### src/rtl/mem_arbiter_pkg.sv
// Shared types and constants for the I/D main-memory arbiter.
// Line geometry, FSM state encodings and the latency-counter sizing rule.
package mem_arbiter_pkg;

    localparam int WORD_SIZE  = 16;
    localparam int LINE_WORDS = 4;
    localparam int LINE_BITS  = WORD_SIZE * LINE_WORDS;
    localparam int ADDR_W     = 16;

    typedef enum logic [1:0] {
        ST_IDLE = 2'd0,
        ST_BUSY = 2'd1,
        ST_DONE = 2'd2
    } state_t;

    // A single-cycle latency still needs a one-bit counter.
    function automatic int cnt_width(input int lat);
        return (lat > 1) ? $clog2(lat) : 1;
    endfunction

endpackage

### src/rtl/mem_latency_counter.sv
// Down-counter modelling the fixed memory access time.
// Loaded on grant, decremented while busy, saturates at zero.
module mem_latency_counter #(
    parameter int W = 1
) (
    input  logic         clk,
    input  logic         reset,
    input  logic         load,
    input  logic         dec,
    input  logic [W-1:0] load_val,
    output logic         zero
);

    logic [W-1:0] count;

    always_ff @(posedge clk) begin
        if (reset) begin
            count <= '0;
        end else if (load) begin
            count <= load_val;
        end else if (dec && count != '0) begin
            count <= count - W'(1);
        end
    end

    assign zero = (count == '0);

endmodule

### src/rtl/mem_arbiter.sv
// Round-robin arbiter sharing one line-wide memory port
// between the instruction cache and the data cache.
module mem_arbiter #(
    parameter int WORD_SIZE  = mem_arbiter_pkg::WORD_SIZE,
    parameter int LINE_WORDS = mem_arbiter_pkg::LINE_WORDS,
    parameter int LATENCY    = 4
) (
    input  logic                             clk,
    input  logic                             reset,
    input  logic                             i_req,
    input  logic [15:0]                      i_addr,
    output logic                             i_ack,
    output logic [WORD_SIZE*LINE_WORDS-1:0]  i_rdata,
    input  logic                             d_req,
    input  logic                             d_we,
    input  logic [15:0]                      d_addr,
    input  logic [WORD_SIZE*LINE_WORDS-1:0]  d_wdata,
    output logic                             d_ack,
    output logic [WORD_SIZE*LINE_WORDS-1:0]  d_rdata,
    output logic                             mem_read,
    output logic                             mem_write,
    output logic [15:0]                      mem_addr,
    output logic [WORD_SIZE*LINE_WORDS-1:0]  mem_wdata,
    input  logic [WORD_SIZE*LINE_WORDS-1:0]  mem_rdata,
    output logic                             busy
);

    import mem_arbiter_pkg::*;

    localparam int LB = WORD_SIZE * LINE_WORDS;
    localparam int CW = cnt_width(LATENCY);
    localparam logic [CW-1:0] LOAD = CW'(LATENCY - 1);

    state_t          state;
    logic            owner_d;
    logic            we;
    logic            last_d;
    logic [15:0]     addr_q;
    logic [LB-1:0]   wdata_q;
    logic            zero;
    logic            grant_d;
    logic            start;
    logic            unused_addr;

    // D wins unless I is also waiting and D was served last.
    assign grant_d = d_req && (!i_req || !last_d);
    assign start   = (state == ST_IDLE) && (i_req || d_req);

    mem_latency_counter #(.W(CW)) u_cnt (
        .clk      (clk),
        .reset    (reset),
        .load     (start),
        .dec      (state == ST_BUSY),
        .load_val (LOAD),
        .zero     (zero)
    );

    always_ff @(posedge clk) begin
        if (reset) begin
            state   <= ST_IDLE;
            owner_d <= 1'b0;
            we      <= 1'b0;
            last_d  <= 1'b0;
            addr_q  <= '0;
            wdata_q <= '0;
            i_ack   <= 1'b0;
            d_ack   <= 1'b0;
            i_rdata <= '0;
            d_rdata <= '0;
        end else begin
            i_ack <= 1'b0;
            d_ack <= 1'b0;
            unique case (state)
                ST_IDLE: begin
                    if (start) begin
                        owner_d <= grant_d;
                        we      <= grant_d && d_we;
                        addr_q  <= grant_d ? {d_addr[15:2], 2'b00}
                                           : {i_addr[15:2], 2'b00};
                        wdata_q <= grant_d ? d_wdata : '0;
                        state   <= ST_BUSY;
                    end
                end
                ST_BUSY: begin
                    if (zero) begin
                        if (!we && owner_d)  d_rdata <= mem_rdata;
                        if (!we && !owner_d) i_rdata <= mem_rdata;
                        last_d <= owner_d;
                        i_ack  <= !owner_d;
                        d_ack  <= owner_d;
                        state  <= ST_DONE;
                    end
                end
                ST_DONE: state <= ST_IDLE;
                default: state <= ST_IDLE;
            endcase
        end
    end

    assign busy      = (state != ST_IDLE);
    assign mem_read  = (state == ST_BUSY) && !we;
    assign mem_write = (state == ST_BUSY) && zero && we && !reset;
    assign mem_addr  = addr_q;
    assign mem_wdata = wdata_q;

    assign unused_addr = ^{i_addr[1:0], d_addr[1:0]};

endmodule

### config.mk
export PLATFORM = sky130hd
export DESIGN_NAME = mem_arbiter
export DESIGN_NICKNAME = d
export VERILOG_FILES = /design/src/rtl/mem_arbiter_pkg.sv /design/src/rtl/mem_latency_counter.sv /design/src/rtl/mem_arbiter.sv
export SDC_FILE = /design/constraint.sdc
export NUM_CORES = 1
export LEC_CHECK = 0
export BUFFER_PORTS_ARGS = -buffer_cell sky130_fd_sc_hd__buf_2
export CAP_MARGIN = 40
export CELL_PAD_IN_SITES_DETAIL_PLACEMENT = 0
export CELL_PAD_IN_SITES_GLOBAL_PLACEMENT = 2
export CORE_AREA = 3 3 170 172
export DETAILED_ROUTE_END_ITERATION = 8
export DIE_AREA = 0 0 173 175
export MAX_ROUTING_LAYER = met4
export PLACE_DENSITY = 0.91
export SYNTH_ARGS = -nofsm -noshare
export SYNTH_HDL_FRONTEND = slang
export SYNTH_SLANG_ARGS = --single-unit
### constraint.sdc
create_clock -name clk -period 4.1 [get_ports clk]
set_input_delay 0 -clock clk [delete_from_list [all_inputs] [get_ports clk]]
set_output_delay 0 -clock clk [all_outputs]
set_load 0.05 [all_outputs]
# Word level (Yosys, flattened, before mapping)
# Cells that the tools add are included.
# word_totals
wordCells	52
inputBits	165
register_bits	217
# op_classes
n_reduce_logical	28
bitwise	2
n_mux	7
eq_ne	3
add_sub_neg	1
# ops
op	count
2-to-1 mux 64 bit	1
2-to-1 mux 16 bit	1
logical AND 1 bit	10
2-to-1 mux 2 bit	4
AND reduction 2 bit	3
AND reduction 3 bit	2
nonzero test 2 bit	3
logical NOT 1 bit	5
logical NOT 2 bit	2
!= test 2 bit, second input constant	2
one-hot mux 2 bit (2 select lines)	1
OR reduction 3 bit	1
== test 2 x 1 -> 1 bit, second input constant	1
logical OR 1 bit	2
NOT 1 bit	2
subtractor 2 x 1 -> 2 bit, second input constant	1

# Longest topological paths before layout
# Gate-level depths: netlist (run 1).
# logic_depth
depth_word	4
mapped_depth	8

# Cells and area by module
# From an unflattened synthesis (run 1), not the netlist that was laid out.
# hier_totals
hier_cells	758
area_unflattened_um2	8246.7
# modules_own_cells
module	n_inst	area_per_inst_um2	cells_per_inst	seq_area_each_um2
mem_arbiter	1	8120.3	744	4264.1
mem_latency_counter	1	126.4	14	40.0

# Worst setup path after synthesis (run 1)
# OpenSTA, ideal clock, no wires.
# synth_path
path_type	register to register
from	register state[1]
to	register wdata_q[13] (netlist: mem_wdata[13])
path_stages_with_launch	7
path_buffers	2
synth_period_minus_slack_ns	1.737
arrival_time_ns	1.676
slack_ns	2.363
path_cell_list	dfxtp_1 > nor2_2 > inv_1 > nor3_1 > buf_2 > buf_2 > a22o_1
# synth_via
elab_chain_len	3
# synth_rtl
item	line_no	source
start: declaration	mem_arbiter.sv:34	state_t state;
start signal: assignment	mem_arbiter.sv:60	state <= ST_IDLE;
start signal: assignment	mem_arbiter.sv:81	state <= ST_BUSY;
start signal: assignment	mem_arbiter.sv:91	state <= ST_DONE;
logical NOT 2 bit *	mem_arbiter.sv:47, mem_arbiter.sv:73	
logical AND 1 bit	mem_arbiter.sv:47	assign start = (state == ST_IDLE) && (i_req || d_req);
AND reduction 2 bit (no line) *	--	
end signal: assignment	mem_arbiter.sv:80	wdata_q <= grant_d ? d_wdata : '0;
end: declaration	mem_arbiter.sv:39	logic [LB-1:0] wdata_q;
# Mark *: on every way between the ends. The rest lies on a longest branch, timed or not.
# A chain may end at the register's enable or synchronous reset.

# Worst setup path in the final report (run 1)
# layout_path
from	register state[1]
to	register addr_q[15] (netlist: mem_addr[15])
# layout_via
elab_chain_len	3
# layout_rtl
item	line_no	source
logical NOT 2 bit *	mem_arbiter.sv:47, mem_arbiter.sv:73	
logical AND 1 bit	mem_arbiter.sv:47	
AND reduction 2 bit (no line) *	--	
end signal: assignment	mem_arbiter.sv:78	addr_q <= grant_d ? {d_addr[15:2], 2'b00}
end: declaration	mem_arbiter.sv:38	logic [15:0] addr_q;
# Marks and branches as above.

==> results of run 1 <==
-- kinds of logic after synthesis --
logic type | synth area share, %
adders and majority gates | 0.1531
muxes | 15.80
buffers and inverters | 3.629
and+or+nand+nor | 17.63
AOI/OAI and AO/OA | 9.954
xor gates and xnor gates | 0.1072
other | 0.04590
DFF | 52.68
-- power breakdown --
group          switching (W)  internal, W
logic               0.000765     0.000427
clock network       0.000857      0.00136
registers          0.0000737      0.00222
total                0.00170      0.00401
-- state kept, by name (all words and copies together), names as in the netlist --
name,cells
i_ack,1
u_cnt.count,2
d_rdata,64
i_rdata,64
owner_d,1
mem_addr,14
state,2
last_d,1
d_ack,1
mem_wdata,64
we,1
-- final cells by class --
| class | instances | area share (%) |
|---|---|---|
| Tap cell | 378 | 3.702 |
| Timing Repair Buffer | 541 | 27.89 |
| Multi-Input combinational cell | 474 | 28.19 |
| Sequential cell | 215 | 33.69 |
| Antenna cell | 1 | 0.01959 |
| Clock buffer | 31 | 5.386 |
| Inverter | 3 | 0.08814 |
| Clock inverter | 11 | 1.038 |
-- layer usage --
layer,wire [microns],track usage (%)
met5,0,-
met4,665,4.932
met3,1873,4.042
met2,12430,28.17
met1,10920,19.42
-- worst max path at each step --
stage / to / depth (start not counted)
after floorplan: mem_wdata[13] / 6
after global placement: mem_addr[10] / 4
after detailed placement: mem_wdata[57] / 5
after CTS: mem_addr[2] / 6
after global routing: mem_addr[8] / 6
final: mem_addr[15] / 6
-- worst reg2reg max path, delay by kind of cell, from the launching register on --
kind / cells / cell delay, ns
buf+inv: 3 / 1.08
simple gates: 2 / 1.05
flops: 1 / 0.34
compound gates: 1 / 0.10
-- through the flow --
step	total power, W	cell area [sq um]	setup slack, ns	hold slack, ns	util [%]
after floorplan	0.003091	8174	2.363	0.1326	-
after global placement	0.003377	10310	1.771	0.2150	37.33
after detailed placement	0.003387	10340	1.794	0.2184	37.43
after CTS	0.005775	12770	1.440	0.1596	46.23
after global routing	0.005941	12780	1.211	0.2251	46.24
final	0.005706	12780	1.413	0.1838	46.24
-- cell usage after synthesis (2+ instances only) --
cell	number
a22o_1	65
nor3_1	2
clkbuf_1	34
nand2_1	30
nor2_1	5
nand2b_1	192
buf_6	2
mux2i_1	129
inv_1	3
and2_1	2
buf_2	21
a311oi_1	14
buf_4	4
nor3b_1	2
dfxtp_1	215
a21oi_1	18
-- repair_timing --
action                    in CTS  in global routing
hold endpoints to repair     209                  0
gates resized for setup        0                  0
hold buffers                 161                  0
==> results.md, run 1 <==
- Post-Syn Instances: 752
- Reg2reg end: mem_addr[15]
- Post-route insts no fill: 1,654
- Commonest non-fill, non-tap cell in the layout: buf_2
- Placed cells: 1,450
- Post-layout min period: 2.687 ns
- Wire length per cell: 15.65 microns
- RD Place Congestion: 0.7763
- Area grow syn2layout: 56.37%
- Vias in the first global route: 7,469
- Final setup viols: 0
- Tot GR Track Use: 16.55%
- Clock Tree Root: clkbuf_16
- CP Launch Point: state[1]
- Clk buf depth: 3
- Multi-input logic area: 3601 sq um
- CORE AREA: 27,630 sq um
- Crit. End Element: flip-flop
- Delay-heaviest family, CP: buffers and inverters
- Rows: 61
- Initial antenna violation count: 1
- CP startpoint kind: flip-flop
- Final Hold Fails: 0
- Setup bufs post-CTS: 0
- Setup TNS Final: 0 ns
- Num CTS Buffers: 24
- Slew @ Worst Pin: 0.8405 ns
- DRC Markers: 0
- Die X: 173 microns
- Synth cell types: 30
- CP peak stage delay: 0.67 ns
- Maximum vdd drop: 0.2609 mV
- RSZ-0062 raised after global routing: no
- Reg2reg start: state[1]
- Synth area leader: dfxtp_1
- Antenna viol nets, final: 0
- Most frequent cells in the layout: buf_2 (370), dfxtp_1 (215), nand2b_1 (192)
- Outcome: complete, no violations
- Slew HR: 43.91%
- Skew final: 0.02113 ns
- Hold Crit Class: in -> reg
- Grt total ovfl: 0
- Area share of the largest cell type after synthesis: 52.68%
- 1st-iter DRT viols: 315
- Die height: 175 microns
- Max Freq: 372.2 MHz
- Die footprint: 30,280 sq um
- FILL cells: 2,586
- Clk slew on worst S/H paths: 0.07 ns
- Power Dens Cells: 446.6 nW/um^2
- CP required: 4.50 ns
- Post-synthesis sequential area ratio: 52.68%
- Max-Cap Viols: 0
- Via count of the routed design: 7,290
- Clock Sinks: 215
- CP Class: reg -> reg
- Asr flop ratio synth: 0%
- # H-tree levels: 1
- HP Start: d_req
- Number of synthesized flops with an enable pin: 0
- Synthesized flop and latch total: 215
- Hold endpoint: u_cnt.count[0]
- Top Ports: 378
- WP data arrival: 3.09 ns
- Synth Area per Inst: 10.86 sq um
- Slowest CP cell: nor2_2
- Layout cells sized above 1: 33.73%
- Post-Route WL: 25.88 mm
- Leakage: 6.177 nW
- Largest net degree at the start of global routing: 143
- Part of the cycle the worst path needs: 65.54%
- CP Max Fanout: 19
- Starting density of the core: 29.57%
- CTS tree: done
- First-pass GRT wire length: 40.26 mm
- Cells along the critical path: nor2_2, inv_1, nor2_1, buf_4, a311oi_1, dlygate4sd3_1
- CP Buf/Inv Count: 3
- Synth area leaders: dfxtp_1 (53%), mux2i_1 (16%), nand2b_1 (15%), a22o_1 (7.0%), clkbuf_1 (1.6%)
- Prevailing post-synth register cell: dfxtp_1
- Buffers on Ports: 371
- Pins over their slew limit: 0
- Synthesized cell area: 8170 sq um
- Flop2flop setup slack: 1.41 ns
- Hold-critical path depth: 4
- Worst Reg-to-Reg Cells: 6
- Worst skew pair latency: 0.52 ns
- HPWL Detailed: 16.84 mm
- Via/cell ratio: 4.407
- Yosys warnings: 0
- DRT Pass-1 Iters: 4
- Sequential cell area: 4304 sq um
- Nets: 1,425
Power figures use the tool's default switching activity.
==> run 2: changes to the inputs <==
--- a/config.mk
+++ b/config.mk
@@ -9,11 +9,11 @@
 export CAP_MARGIN = 40
 export CELL_PAD_IN_SITES_DETAIL_PLACEMENT = 0
 export CELL_PAD_IN_SITES_GLOBAL_PLACEMENT = 2
-export CORE_AREA = 3 3 170 172
+export CORE_AREA = 3 3 178 180
 export DETAILED_ROUTE_END_ITERATION = 8
-export DIE_AREA = 0 0 173 175
+export DIE_AREA = 0 0 181 183
 export MAX_ROUTING_LAYER = met4
-export PLACE_DENSITY = 0.91
+export PLACE_DENSITY = 0.84
 export SYNTH_ARGS = -nofsm -noshare
 export SYNTH_HDL_FRONTEND = slang
 export SYNTH_SLANG_ARGS = --single-unit
==> constraint.sdc (replaced) <==
create_clock -name clk -period 2.65 [get_ports clk]
set_input_delay 0 -clock clk [delete_from_list [all_inputs] [get_ports clk]]
set_output_delay 0 -clock clk [all_outputs]
set_load 0.05 [all_outputs]
==> run 2 against run 1 <==
Critical path type unchanged. Global-route usage fell by 1.5 points. Critical path depth unchanged. Sequential share of layout area grew 0.18 points. Highest routed layer unchanged. Flip-flop and latch count unchanged. Die area up 9.4%. Register-to-register slack worse by 0.62 ns. Total power rose by 49%. First-iteration DRC count down 25%.
==> results.md, run 2 (same netlist as run 1, synthesis figures left out) <==
- Outcome: complete, no violations
- DRT Pass-1 Iters: 4 (unchanged)
- Initial antenna violation count: 1 (unchanged)
- Tot GR Track Use: 15.00% (-1.5 points)
- Max-Cap Viols: 0 (unchanged)
- Final Power: 0.008498 W (+49%)
- Part of the cycle the worst path needs: 70.25% (+4.7 points)
- Worst Reg-to-Reg Cells: 6 (unchanged)
- Post-layout min period: 1.862 ns (-0.8254 ns)
- CP startpoint kind: flip-flop
- Slew HR: 50.99% (+7.1 points)
- Area grow syn2layout: 55.53%
- CTS tree: done
- Num CTS Buffers: 24 (unchanged)
- Commonest non-fill, non-tap cell in the layout: buf_2
- RD Place Congestion: 0.7246 (-6.7%)
- DRC Markers: 0 (unchanged)
- Post-route insts no fill: 1,670 (+0.97%)
- Buffers on Ports: 371 (unchanged)
- DR WL met3: 1.767 mm (-5.7%)
- Worst skew pair latency: 0.51 ns (about the same)
- Most frequent cells in the layout: buf_2 (370), dfxtp_1 (215), nand2b_1 (192)
- # H-tree levels: 1 (unchanged)
- Grt total ovfl: 0 (unchanged)
- Wire length per cell: 15.43 microns (-1.4%)
- Die height: 183 microns (+4.6%)
- Final hold slack: 0.04204 ns (-0.1417 ns)
- Pre-CTS setup slack: 0.7789 ns (-1.015 ns)
- Wl on met1: 11.21 mm (+2.7%)
- WP data arrival: 2.25 ns (-0.84 ns)
- CP Class: reg -> reg
- Final Hold Fails: 0 (unchanged)
- HP Start: i_req
- Resize count post-CTS: 0 (unchanged)
- Hold endpoint: owner_d
- Pins over their slew limit: 0 (unchanged)
- Clk buf depth: 3 (unchanged)
- Skew final: 0.007102 ns (-0.01402 ns)
- Power Dens Cells: 668.8 nW/um^2 (+50%)
- Top Ports: 378 (unchanged)
- Maximum vdd drop: 0.3786 mV (+45%)
- Crit. End Element: flip-flop
- Reg2reg start: u_cnt.count[0]
- HPWL Detailed: 17.36 mm (+3.1%)
- Clock Tree Root: clkbuf_16
- Nets: 1,426 (+0.070%)
- Clk slew on worst S/H paths: 0.06 ns (about the same)
- 1st-iter DRT viols: 236 (-25%)
- Final worst slack: 0.7884 ns (-0.6246 ns)
- CTS Hold Bufs: 160 (-0.62%)
- CP Max Fanout: 27 (+8)
- Flop2flop setup slack: 0.79 ns (-0.62 ns)
- Hold Crit Class: in -> reg
- Via count of the routed design: 7,204 (-1.2%)
- Placed cells: 1,470 (+1.4%)
- Setup TNS Final: 0 ns (unchanged)
- Die X: 181 microns (+4.6%)
- First-pass GRT wire length: 39.95 mm (-0.77%)
- CORE AREA: 30,350 sq um (+9.8%)
- Via/cell ratio: 4.314 (-2.1%)
- Rows: 64 (+4.9%)
- Vias in the first global route: 7,449 (-0.27%)
- Largest net degree at the start of global routing: 100 (-30%)
- Max Freq: 537.2 MHz (+44%)
- Antenna viol nets, final: 0 (unchanged)
- Die footprint: 33,120 sq um (+9.4%)
- Layout cells sized above 1: 33.23% (-0.50 points)
- Top layer in use: met4
- Hold-critical path depth: 5 (+1)
- Clock Sinks: 215 (unchanged)
- Leakage: 6.127 nW (-0.80%)
- Setup bufs post-CTS: 0 (unchanged)
- DR WL met2: 12.25 mm (-1.5%)
- Slew @ Worst Pin: 0.7352 ns (-0.1053 ns)
- Starting density of the core: 26.92% (-2.7 points)
- RSZ-0062 raised after global routing: no
- Final setup viols: 0 (unchanged)
- Reg2reg end: i_rdata[48]
- CP required: 3.04 ns (-1.46 ns)
- Post-Route WL: 25.77 mm (-0.43%)
run 2: cell count changes in the layout (fill, tap and decap cells not counted), sizes merged:
cell | previous run | this run
inv | 3 | 4
buf | 380 | 382
dlygate4sd3 | 161 | 160
clkinvlp | 1 | 0
clkinv | 7 | 1
clkbuf | 31 | 37
bufinv | 3 | 0
run 2: per-layer routing:
| metal | global-route usage [%] | vias to the layer above |
|---|---|---|
| met3 | 3.193 | 41 |
| li1 | - | 3582 |
| met2 | 25.31 | 293 |
| met1 | 18.40 | 3288 |
| met5 | - | - |
| met4 | 3.870 | 0 |
run 2: area by class of cell:
cell class              count  area, sq um
flip-flops and latches    215         4304
repair buffers            542         3568
multi-input cells         474         3601
fillers                  2939        17640
inverters                   3        11.26
clock buffers              37        710.7
clock inverters             2        13.76
diodes                      1        2.502
well taps                 396        495.5
run 2: worst max-delay path, stage by stage, from the launching register on:
cell,delay [ns]
dfxtp_1,0.31
inv_1,0.06
ha_1,0.21
nand3b_4,0.14
or3_4,0.56
buf_12,0.27
mux2i_1,0.15
run 2: stage by stage:
stage,instance area (sq um),util [%]
floorplan,8174,-
global placement,10360,34.13
detailed placement,10380,34.20
CTS,12700,41.86
global route,12710,41.87
finish,12710,41.87
run 2: power breakdown:
group / internal (W) / switching, W
Combinational: 0.000661 / 0.00118
Sequential: 0.00343 / 0.000110
Clock: 0.00183 / 0.00128
Total: 0.00592 / 0.00258
run 2: worst max path at each step:
stage                     slack [ns]            end  cells after the start            from
after global placement          0.71    i_rdata[50]                      5  u_cnt.count[0]
after detailed placement        0.78    i_rdata[48]                      6  u_cnt.count[0]
final                           0.79    i_rdata[48]                      6  u_cnt.count[0]
after CTS                       0.75    i_rdata[48]                      6  u_cnt.count[0]
after floorplan                 0.91  mem_wdata[13]                      6        state[1]
after global routing            0.69    mem_addr[5]                      5        state[1]
